[config.mk]
export PLATFORM = sky130hd
export DESIGN_NAME = ball_sprite_gen
export DESIGN_NICKNAME = d
export VERILOG_FILES = /design/src/rtl/ball_sprite_gen.sv
export SDC_FILE = /design/constraint.sdc
export NUM_CORES = 1
export LEC_CHECK = 0
export BUFFER_PORTS_ARGS = -buffer_cell sky130_fd_sc_hd__buf_2
export CORE_ASPECT_RATIO = 1.75
export CORE_MARGIN = 10
export CORE_UTILIZATION = 60
export CTS_BUF_LIST = sky130_fd_sc_hd__clkbuf_8 sky130_fd_sc_hd__clkbuf_16
export DETAILED_ROUTE_END_ITERATION = 8
export PLACE_DENSITY = 0.82
export SLEW_MARGIN = 20
export SYNTH_ARGS = -nofsm -noshare
export SYNTH_HDL_FRONTEND = slang
export SYNTH_SLANG_ARGS = --single-unit
[constraint.sdc]
create_clock -name clk -period 8.47 [get_ports clk]
set_clock_uncertainty 0.1 [all_clocks]
set_input_delay 0.847 -clock clk [delete_from_list [all_inputs] [get_ports clk]]
set_output_delay 0.847 -clock clk [all_outputs]
set_load 0.02 [all_outputs]
[src/rtl/ball_sprite_gen.sv]
// ball_sprite_gen
// Generates a SIZE x SIZE circular ball sprite arithmetically per pixel.
// It uses a 3-stage pipeline with one pixel per cycle and no stalls.
// Ports:
//   clk, reset                 clock and synchronous active-high reset
//   frame_tick                 start-of-vblank pulse: latches ball_x/ball_y, advances blink
//   ball_x, ball_y             requested sprite top-left corner
//   pix_valid, pix_x, pix_y    scanned pixel and its qualifier
//   show, ring_mode, blink_en  sprite enable, hollow-ring select, blink enable
//   out_valid                  pix_valid delayed by 3 cycles
//   sprite_on                  sprite pixel lit, aligned with out_valid
//   in_box                     pixel inside the sprite box, aligned with out_valid
module ball_sprite_gen #(
    parameter int SIZE         = 32,
    parameter int COORD_W      = 10,
    parameter int RING         = 4,
    parameter int BLINK_FRAMES = 30
) (
    input  logic               clk,
    input  logic               reset,
    input  logic               frame_tick,
    input  logic [COORD_W-1:0] ball_x,
    input  logic [COORD_W-1:0] ball_y,
    input  logic               pix_valid,
    input  logic [COORD_W-1:0] pix_x,
    input  logic [COORD_W-1:0] pix_y,
    input  logic               show,
    input  logic               ring_mode,
    input  logic               blink_en,
    output logic               out_valid,
    output logic               sprite_on,
    output logic               in_box
);

    localparam int LOG2    = $clog2(SIZE);
    localparam int D2W     = 2 * LOG2 + 2;
    localparam int CW      = (BLINK_FRAMES > 1) ? $clog2(BLINK_FRAMES) : 1;
    localparam int INNER_R = SIZE - 2 - 2 * RING;

    localparam logic [D2W-1:0]     OUTER_T    = D2W'((SIZE - 2) * (SIZE - 2));
    localparam logic [D2W-1:0]     INNER_T    = D2W'(INNER_R * INNER_R);
    localparam logic [LOG2:0]      SIZE_E     = (LOG2 + 1)'(SIZE);
    localparam logic [COORD_W-1:0] SIZE_C     = COORD_W'(SIZE);
    localparam logic [CW-1:0]      BLINK_LAST = CW'(BLINK_FRAMES - 1);

    // |2c+1-SIZE|: the distance from the box centre in half-pixel units.
    // This is always odd and at most SIZE-1.
    function automatic logic [LOG2:0] half_dist(input logic [LOG2-1:0] c);
        logic [LOG2:0] t;
        t = {c, 1'b1};
        half_dist = (t >= SIZE_E) ? (t - SIZE_E) : (SIZE_E - t);
    endfunction

    logic [COORD_W-1:0] act_x_q, act_x_d, act_y_q, act_y_d;
    logic [CW-1:0]      cnt_q, cnt_d;
    logic               vis_q, vis_d;

    logic               s1_valid_q, s1_valid_d, s1_box_q, s1_box_d;
    logic               s1_show_q, s1_show_d, s1_ring_q, s1_ring_d;
    logic [LOG2-1:0]    s1_u_q, s1_u_d, s1_v_q, s1_v_d;

    logic               s2_valid_q, s2_valid_d, s2_box_q, s2_box_d;
    logic               s2_show_q, s2_show_d, s2_ring_q, s2_ring_d;
    logic [D2W-1:0]     s2_d2_q, s2_d2_d;

    logic               out_valid_q, out_valid_d, sprite_on_q, sprite_on_d;
    logic               in_box_q, in_box_d;

    logic [COORD_W:0]   u_full, v_full;
    logic [D2W-1:0]     ax, ay;
    logic               outer, inner, lit;

    always_comb begin
        // The new position only takes effect after the tick cycle.
        // A pixel in the tick cycle still sees the old act_*_q.
        act_x_d = act_x_q;
        act_y_d = act_y_q;
        if (frame_tick) begin
            act_x_d = ball_x;
            act_y_d = ball_y;
        end

        cnt_d = cnt_q;
        vis_d = vis_q;
        if (!blink_en) begin
            cnt_d = '0;
            vis_d = 1'b1;
        end else if (frame_tick) begin
            if (cnt_q == BLINK_LAST) begin
                cnt_d = '0;
                vis_d = ~vis_q;
            end else begin
                cnt_d = cnt_q + CW'(1);
            end
        end

        // S1: offsets use one extra bit so negative offsets clip instead of wrapping.
        u_full     = {1'b0, pix_x} - {1'b0, act_x_q};
        v_full     = {1'b0, pix_y} - {1'b0, act_y_q};
        s1_valid_d = pix_valid;
        s1_box_d   = !u_full[COORD_W] && (u_full[COORD_W-1:0] < SIZE_C) &&
                     !v_full[COORD_W] && (v_full[COORD_W-1:0] < SIZE_C);
        s1_u_d     = u_full[LOG2-1:0];
        s1_v_d     = v_full[LOG2-1:0];
        s1_show_d  = show;
        s1_ring_d  = ring_mode;

        // S2: squared distance, kept at full width.
        ax         = D2W'(half_dist(s1_u_q));
        ay         = D2W'(half_dist(s1_v_q));
        s2_d2_d    = ax * ax + ay * ay;
        s2_valid_d = s1_valid_q;
        s2_box_d   = s1_box_q;
        s2_show_d  = s1_show_q;
        s2_ring_d  = s1_ring_q;

        // S3
        outer       = (s2_d2_q <= OUTER_T);
        inner       = (s2_d2_q < INNER_T);
        lit         = s2_ring_q ? (outer & ~inner) : outer;
        out_valid_d = s2_valid_q;
        in_box_d    = s2_valid_q & s2_box_q;
        sprite_on_d = s2_valid_q & s2_box_q & s2_show_q & vis_q & lit;
    end

    always_ff @(posedge clk) begin
        if (reset) begin
            act_x_q     <= '0;
            act_y_q     <= '0;
            cnt_q       <= '0;
            vis_q       <= 1'b1;
            s1_valid_q  <= 1'b0;
            s1_box_q    <= 1'b0;
            s1_show_q   <= 1'b0;
            s1_ring_q   <= 1'b0;
            s1_u_q      <= '0;
            s1_v_q      <= '0;
            s2_valid_q  <= 1'b0;
            s2_box_q    <= 1'b0;
            s2_show_q   <= 1'b0;
            s2_ring_q   <= 1'b0;
            s2_d2_q     <= '0;
            out_valid_q <= 1'b0;
            sprite_on_q <= 1'b0;
            in_box_q    <= 1'b0;
        end else begin
            act_x_q     <= act_x_d;
            act_y_q     <= act_y_d;
            cnt_q       <= cnt_d;
            vis_q       <= vis_d;
            s1_valid_q  <= s1_valid_d;
            s1_box_q    <= s1_box_d;
            s1_show_q   <= s1_show_d;
            s1_ring_q   <= s1_ring_d;
            s1_u_q      <= s1_u_d;
            s1_v_q      <= s1_v_d;
            s2_valid_q  <= s2_valid_d;
            s2_box_q    <= s2_box_d;
            s2_show_q   <= s2_show_d;
            s2_ring_q   <= s2_ring_d;
            s2_d2_q     <= s2_d2_d;
            out_valid_q <= out_valid_d;
            sprite_on_q <= sprite_on_d;
            in_box_q    <= in_box_d;
        end
    end

    assign out_valid = out_valid_q;
    assign sprite_on = sprite_on_q;
    assign in_box    = in_box_q;

endmodule
==> impl_metrics.ini, run 1 <==
[pwr]
powerDensity_nw_per_um2 = 451
p_leak_nw = 2.15
p_total_mw = 2.00
vdd_drop_max_mv = 0.369

[floorplan]
core_sq_um = 6490
die_area_sq_um = 10400
chipWidth_um = 81.6
ios = 50
start_util_pct = 61.4
die_h_um = 128
rows = 39

[final_layout]
layout_common_cells = inv_1 (73), nor2_1 (59), dfxtp_1 (56)
fill_cells = 538
final_common_cell = inv_1
multi_input_area_sq_um = 2550
final_nets = 608
diodes = 0
drive_above_1_share_pct = 13.4
areaGrowthSynthToFinish_pct = 11.5
seq_area_sq_um = 1120

[setup_path]
path_buf_inv = 5
slowest_delay_ns = 0.54
r2r-end = s2_d2_q[9]
critPathArrivalTime_ns = 5.41
crit_path_top_delay_cell = fa_1
cp_top_family = adder cells
crit_path_frequent_cell = inv_1
timing.rr.start = s1_u_q[4]
r2r_setup_slack_ns = 3.15
path_cells = xor2_1 > inv_1 > ha_1 > ha_1 > inv_1 > fa_1 > inv_1 > fa_1 > inv_1 > fa_1 > fa_1 > inv_1 > ha_1 > a21o_1 > a21oi_1 > nor2b_1 > o21a_1 > or3_1 > and3_1
crit_type = flip-flop to flip-flop
crit_path_end_kind = flip-flop
worstSetupStartpointType = flip-flop
rr_worst_depth = 19
worst_ep_required_time_ns = 8.56
cp_max_fo = 4

[synthesis]
yosysTopAreaCell = dfxtp_1
ys_seq_area_share_pct = 28.1
synth_top_area_share_pct = 28.1
synth_top_flop_cell = dfxtp_1
ys_ff_latch = 56
synthTopCellsByArea = dfxtp_1 (28%), ha_1 (14%), fa_1 (12%), inv_1 (6.9%), nor2_1 (5.6%)
mappedNetlistNets = 561
async_flop_share_pct = 0
synthesis.area_sq_um = 3990
synth.distinct_cells = 51
syn_inst = 445
ys_warn_count = 0
avgSynthCellArea_sq_um = 8.96
synth_edf_count = 0

[cts]
root_buffer = clkbuf_16
cts_hold_buf = 0
htree_levels = 2
numCtsBuffers = 5
post_cts_buffers = 0
ctsLongestPathBuffers = 2
cts_tree = built
cts-resized-gates = 0
clk_latency_ns = 0.30
clk_pin_slew_ns = 0.07
numClockSinks = 56

[run_status]
outcome = finished, final reports clean

[timing]
finalCriticalPeriod_ns = 5.32
rsz0062_at_grt = false
finalCritPeriodShare_pct = 62.8
maxSlewHeadroom_pct = 40.1
drv_slew = 0
tightest_slew_ns = 0.898
setup_ws_ns = 3.15
tns_ns = 0
setup_violations = 0
hold_violations = 0
clock.fmax_ghz = 0.188

[detailed_routing]
ant_nets = 0
num_vias = 3113
wirelength_mm = 8.34
firstDrtPassIters = 4
wl_per_cell_um = 14.5
drc = 0
drt_iter0_drc = 64
routed_via_density = 5.41

[global_routing]
grt_pass1_wl_mm = 14.8
grt_antenna_before_repair = 0
grtUsageTotal_pct = 17.6
grt_overflow_total = 0
grt_max_degree = 50
first_global_vias = 3448

[worst_hold_path]
hp-class = flip-flop to flip-flop
min_to = s2_box_q
min_from = s1_box_q
worstHoldPathCells = 1

[placement]
dp_hpwl_mm = 6.68
io_buffers = 49
pre_cts_ws_ns = 3.18
place_congestion = 0.903

[flow_run]
maxCapViolCount = 0
[how the worst max path moves through the flow]
stage          startpoint     endpoint  cells after the start
6_report        s1_u_q[4]   s2_d2_q[9]                     19
5_1_grt         s1_u_q[4]   s2_d2_q[9]                     19
2_1_floorplan   s1_u_q[4]   s2_d2_q[9]                     19
3_3_place_gp    s1_u_q[4]  s2_d2_q[10]                     19
3_5_place_dp    s1_u_q[4]   s2_d2_q[9]                     19
4_1_cts         s1_u_q[4]   s2_d2_q[9]                     19
[Yosys cell counts, types with 3 or more instances]
| cell type | count |
|---|---|
| nor3_1 | 4 |
| o21ai_0 | 12 |
| nand2b_1 | 3 |
| ha_1 | 46 |
| inv_1 | 73 |
| a211oi_1 | 8 |
| nand3_1 | 4 |
| xnor2_1 | 7 |
| a21o_1 | 3 |
| nor2b_1 | 19 |
| nor4_2 | 3 |
| nor2_1 | 59 |
| or3_1 | 3 |
| mux2i_1 | 20 |
| dfxtp_1 | 56 |
| nand4_1 | 6 |
| clkbuf_1 | 4 |
| a21oi_1 | 16 |
| fa_1 | 23 |
| o31a_1 | 4 |
| o21a_1 | 6 |
| xor2_1 | 14 |
| nand2_1 | 10 |
| nor4_1 | 4 |
| nor3b_1 | 3 |
| buf_2 | 3 |
[layout make-up]
cell class                      instances  share of cell area, %
Clock inverter                          3                  0.479
Sequential cell                        56                   25.2
Tap cell                               82                   2.31
Timing Repair Buffer                   49                   5.52
Multi-Input combinational cell        307                   57.5
Inverter                               73                   6.17
Clock buffer                            5                   2.82
[where the power goes]
group          switching [mW]  internal (mW)
registers              0.0149          0.308
clock network          0.0973          0.110
logic                   0.798          0.673
[state kept, by name, summed over array words and instances (netlist names), 5 cells and up]
register and cells:
act_x_q 10, s1_u_q 5, cnt_q 5, s2_d2_q 9
act_y_q 10, s1_v_q 5
[routing by layer]
| metal | global-route usage (%) | wire length (um) | vias to the layer above | share of wire (%) |
|---|---|---|---|---|
| li1 | - | - | 1568 | - |
| met1 | 16.9 | 2970 | 1469 | 36 |
| met2 | 33.8 | 4800 | 51 | 58 |
| met3 | 2.60 | 191 | 25 | 2.3 |
| met4 | 9.36 | 370 | 0 | 4.4 |
| met5 | 0 | 0 | - | 0 |
[stage by stage]
stage / area (sq um) / util [%] / hold WS [ns] / instances
floorplan: 3990 / - / 0.311 / 445
global placement: 4300 / 66.2 / 0.315 / 567
detailed placement: 4300 / 66.2 / 0.323 / 567
CTS: 4440 / 68.5 / 0.342 / 575
global route: 4440 / 68.5 / 0.364 / 575
finish: 4440 / 68.5 / 0.342 / 575
[cell families after synthesis]
group	Yosys count	synth area share, %
simple gates	129	16.8
buf+inv	82	7.82
fa+ha+maj	69	26.0
mux	21	5.30
other cells	1	0.0941
xor+xnor	21	4.61
flops	56	28.1
compound gates	66	11.3
Note: power is estimated with default switching activity, not from simulation.
==> run 2: changes to the inputs <==
ABC_AREA = 1   (was default)
CORE_UTILIZATION = 59   (was 60)
PLACE_DENSITY = 0.81   (was 0.82)
clock period = 5.3 ns   (was 8.47 ns; I/O delays follow)
==> impl_metrics.ini, run 2 <==
[cts]
cts_hold_buf = 0
htree_levels = 2
numCtsBuffers = 5
ctsLongestPathBuffers = 2
root_buffer = clkbuf_16
clk_latency_ns = 0.30
clk_pin_slew_ns = 0.07
cts_tree = built
numClockSinks = 56

[floorplan]
start_util_pct = 59.6
ios = 50
die_area_sq_um = 10700
rows = 40
die_h_um = 130
core_sq_um = 6810
chipWidth_um = 82.7

[worst_hold_path]
hp-class = flip-flop to flip-flop
min_from = s1_ring_q
min_to = s2_ring_q
worstHoldPathCells = 2

[final_layout]
diodes = 0
final_nets = 708
top_regs = act_x_q: 10 flops, act_y_q: 10 flops, s2_d2_q: 9 flops
areaGrowthSynthToFinish_pct = 12.4
drive_above_1_share_pct = 11.8
final_common_cell = inv_1
layout_common_cells = inv_1 (113), nand2_1 (83), nor2_1 (67)

[synthesis]
ys_seq_area_share_pct = 27.6
synthesis.area_sq_um = 4060
ys_ff_latch = 56
synth_common_cells = inv_1 (114), nand2_1 (83), nor2_1 (68)
syn_inst = 545
mappedNetlistNets = 661
yosysTopAreaCell = dfxtp_1
yosysMostFrequentCell = inv_1
avgSynthCellArea_sq_um = 7.44
ys_warn_count = 0
synth_top_area_share_pct = 27.6
synth_edf_count = 0
async_flop_share_pct = 0
synth.distinct_cells = 31
synth_top_flop_cell = dfxtp_1
synthTopCellsByArea = dfxtp_1 (28%), ha_1 (14%), fa_1 (11%), inv_1 (11%), nand2_1 (7.7%)

[setup_path]
r2r_setup_slack_ns = 0.35
r2r-end = s2_d2_q[10]
crit_type = flip-flop to flip-flop
cp_top_family = adder cells
worstSetupStartpointType = flip-flop
worst_ep_required_time_ns = 5.42
crit_path_top_delay_cell = fa_1
path_buf_inv = 5
rr_worst_depth = 20
cp_max_fo = 5
timing.rr.start = s1_u_q[4]
crit_cells = 20
crit_path_end_kind = flip-flop
path_cells = xor2_2 > inv_1 > ha_1 > ha_1 > inv_1 > fa_1 > inv_1 > fa_1 > inv_1 > fa_1 > fa_1 > inv_1 > fa_1 > nand3_1 > nand3_1 > nand2_1 > nand2_1 > a21oi_1 > o21ai_0 > a21oi_1
critPathArrivalTime_ns = 5.07
slowest_delay_ns = 0.54

[timing]
setup_ws_ns = 0.351
finalCritPeriodShare_pct = 93.4
clock.fmax_ghz = 0.202
tightest_slew_ns = 0.880
maxSlewHeadroom_pct = 41.0
drv_slew = 0
finalCriticalPeriod_ns = 4.95
hold_violations = 0
setup_violations = 0
tns_ns = 0
rsz0062_at_grt = false

[placement]
dp_hpwl_mm = 7.17
io_buffers = 49
place_congestion = 0.974
pre_cts_ws_ns = 0.185

[pwr]
vdd_drop_max_mv = 0.548
powerDensity_nw_per_um2 = 717
p_leak_nw = 2.39

[flow_run]
maxCapViolCount = 0

[detailed_routing]
num_vias = 3455
drc = 0
wirelength_mm = 8.66
routed_via_density = 5.10
wl_per_cell_um = 12.8
drt_iter0_drc = 99
firstDrtPassIters = 4
ant_nets = 0

[global_routing]
use_met3_pct = 3.58
use_met2_pct = 34.0
first_global_vias = 3649
top_usage_layer = met2
grt_pass1_wl_mm = 15.1
grt_antenna_before_repair = 0
grtUsageTotal_pct = 17.7
grt_max_degree = 41
grt_overflow_total = 0
grtUsageMet1_pct = 16.3

[run_status]
outcome = finished, final reports clean
[run 2: cell types whose count changed in the layout (fill, tap and decap cells not counted), sizes merged, moves of 9 or more]
cell / previous run / this run
nor2b: 20 / 0
a21oi: 16 / 43
nand3: 4 / 22
o21ai: 12 / 31
nor2: 59 / 68
mux2i: 20 / 0
nand2: 10 / 83
inv: 74 / 115
[run 2: cell type report]
class | instances | area, sq um
clock buffer | 5 | 125
clock inverter | 3 | 22.5
fill | 625 | 2250
inverter | 115 | 432
multi-input combinational | 363 | 2490
sequential | 56 | 1130
tap | 84 | 105
timing repair buffer | 51 | 260
[run 2: cell families after synthesis]
family	Yosys count	synth area share [%]
AO/OA/AOI/OAI	85	11.3
XOR/XNOR	20	4.50
adder cells (fa/ha/maj)	69	25.5
buffers and inverters	126	11.8
flip-flops	56	27.6
other	1	0.0924
AND/OR/NAND/NOR	188	19.1
[run 2: timing repair]
item                                   in CTS  in global routing
setup endpoints to repair                   0                  2
gates resized for setup                     0                  8
buffers inserted                            0                  0
endpoints found under the hold margin       0                  0
[run 2: per-layer routing]
metal,part of all wire (%),vias up
met5,0,-
met3,3.3,23
met1,35,1579
li1,-,1786
met4,4.4,0
met2,57,67
[run 2: worst reg2reg max path, stage by stage, from the launching register on]
cell	delay [ns]
dfxtp_2	0.40
xor2_2	0.20
inv_1	0.13
ha_1	0.22
ha_1	0.31
inv_1	0.07
fa_1	0.50
inv_1	0.05
fa_1	0.48
inv_1	0.06
fa_1	0.50
fa_1	0.54
inv_1	0.07
fa_1	0.47
nand3_1	0.10
nand3_1	0.10
nand2_1	0.08
nand2_1	0.05
a21oi_1	0.18
o21ai_0	0.12
a21oi_1	0.17
[run 2: how the worst max path moves through the flow]
| stage | slack (ns) | end | start |
|---|---|---|---|
| floorplan | 0.59 | s2_d2_q[10] | s1_u_q[4] |
| global route | 0.04 | s2_d2_q[10] | s1_u_q[4] |
| global placement | 0.40 | s2_d2_q[10] | s1_v_q[4] |
| CTS | 0.16 | s2_d2_q[10] | s1_v_q[4] |
| detailed placement | 0.19 | s2_d2_q[10] | s1_v_q[4] |
| finish | 0.35 | s2_d2_q[10] | s1_u_q[4] |
[run 2: per-stage QoR]
| step | hold WS (ns) | util, % | area (sq um) | total power, mW | std cells |
|---|---|---|---|---|---|
| global placement | 0.291 | 64.3 | 4370 | 2.80 | 669 |
| finish | 0.305 | 67.0 | 4560 | 3.27 | 677 |
| CTS | 0.307 | 66.4 | 4520 | 3.29 | 677 |
| global route | 0.321 | 67.0 | 4560 | 3.81 | 677 |
| floorplan | 0.288 | - | 4060 | 2.44 | 545 |
| detailed placement | 0.297 | 64.3 | 4370 | 2.94 | 669 |
[run 2: where the power goes]
group | total (mW) | switching [mW] | internal [mW]
Clock | 0.333 | 0.156 | 0.177
Combinational | 2.41 | 1.45 | 0.959
Sequential | 0.523 | 0.0272 | 0.496
Total | 3.27 | 1.64 | 1.63
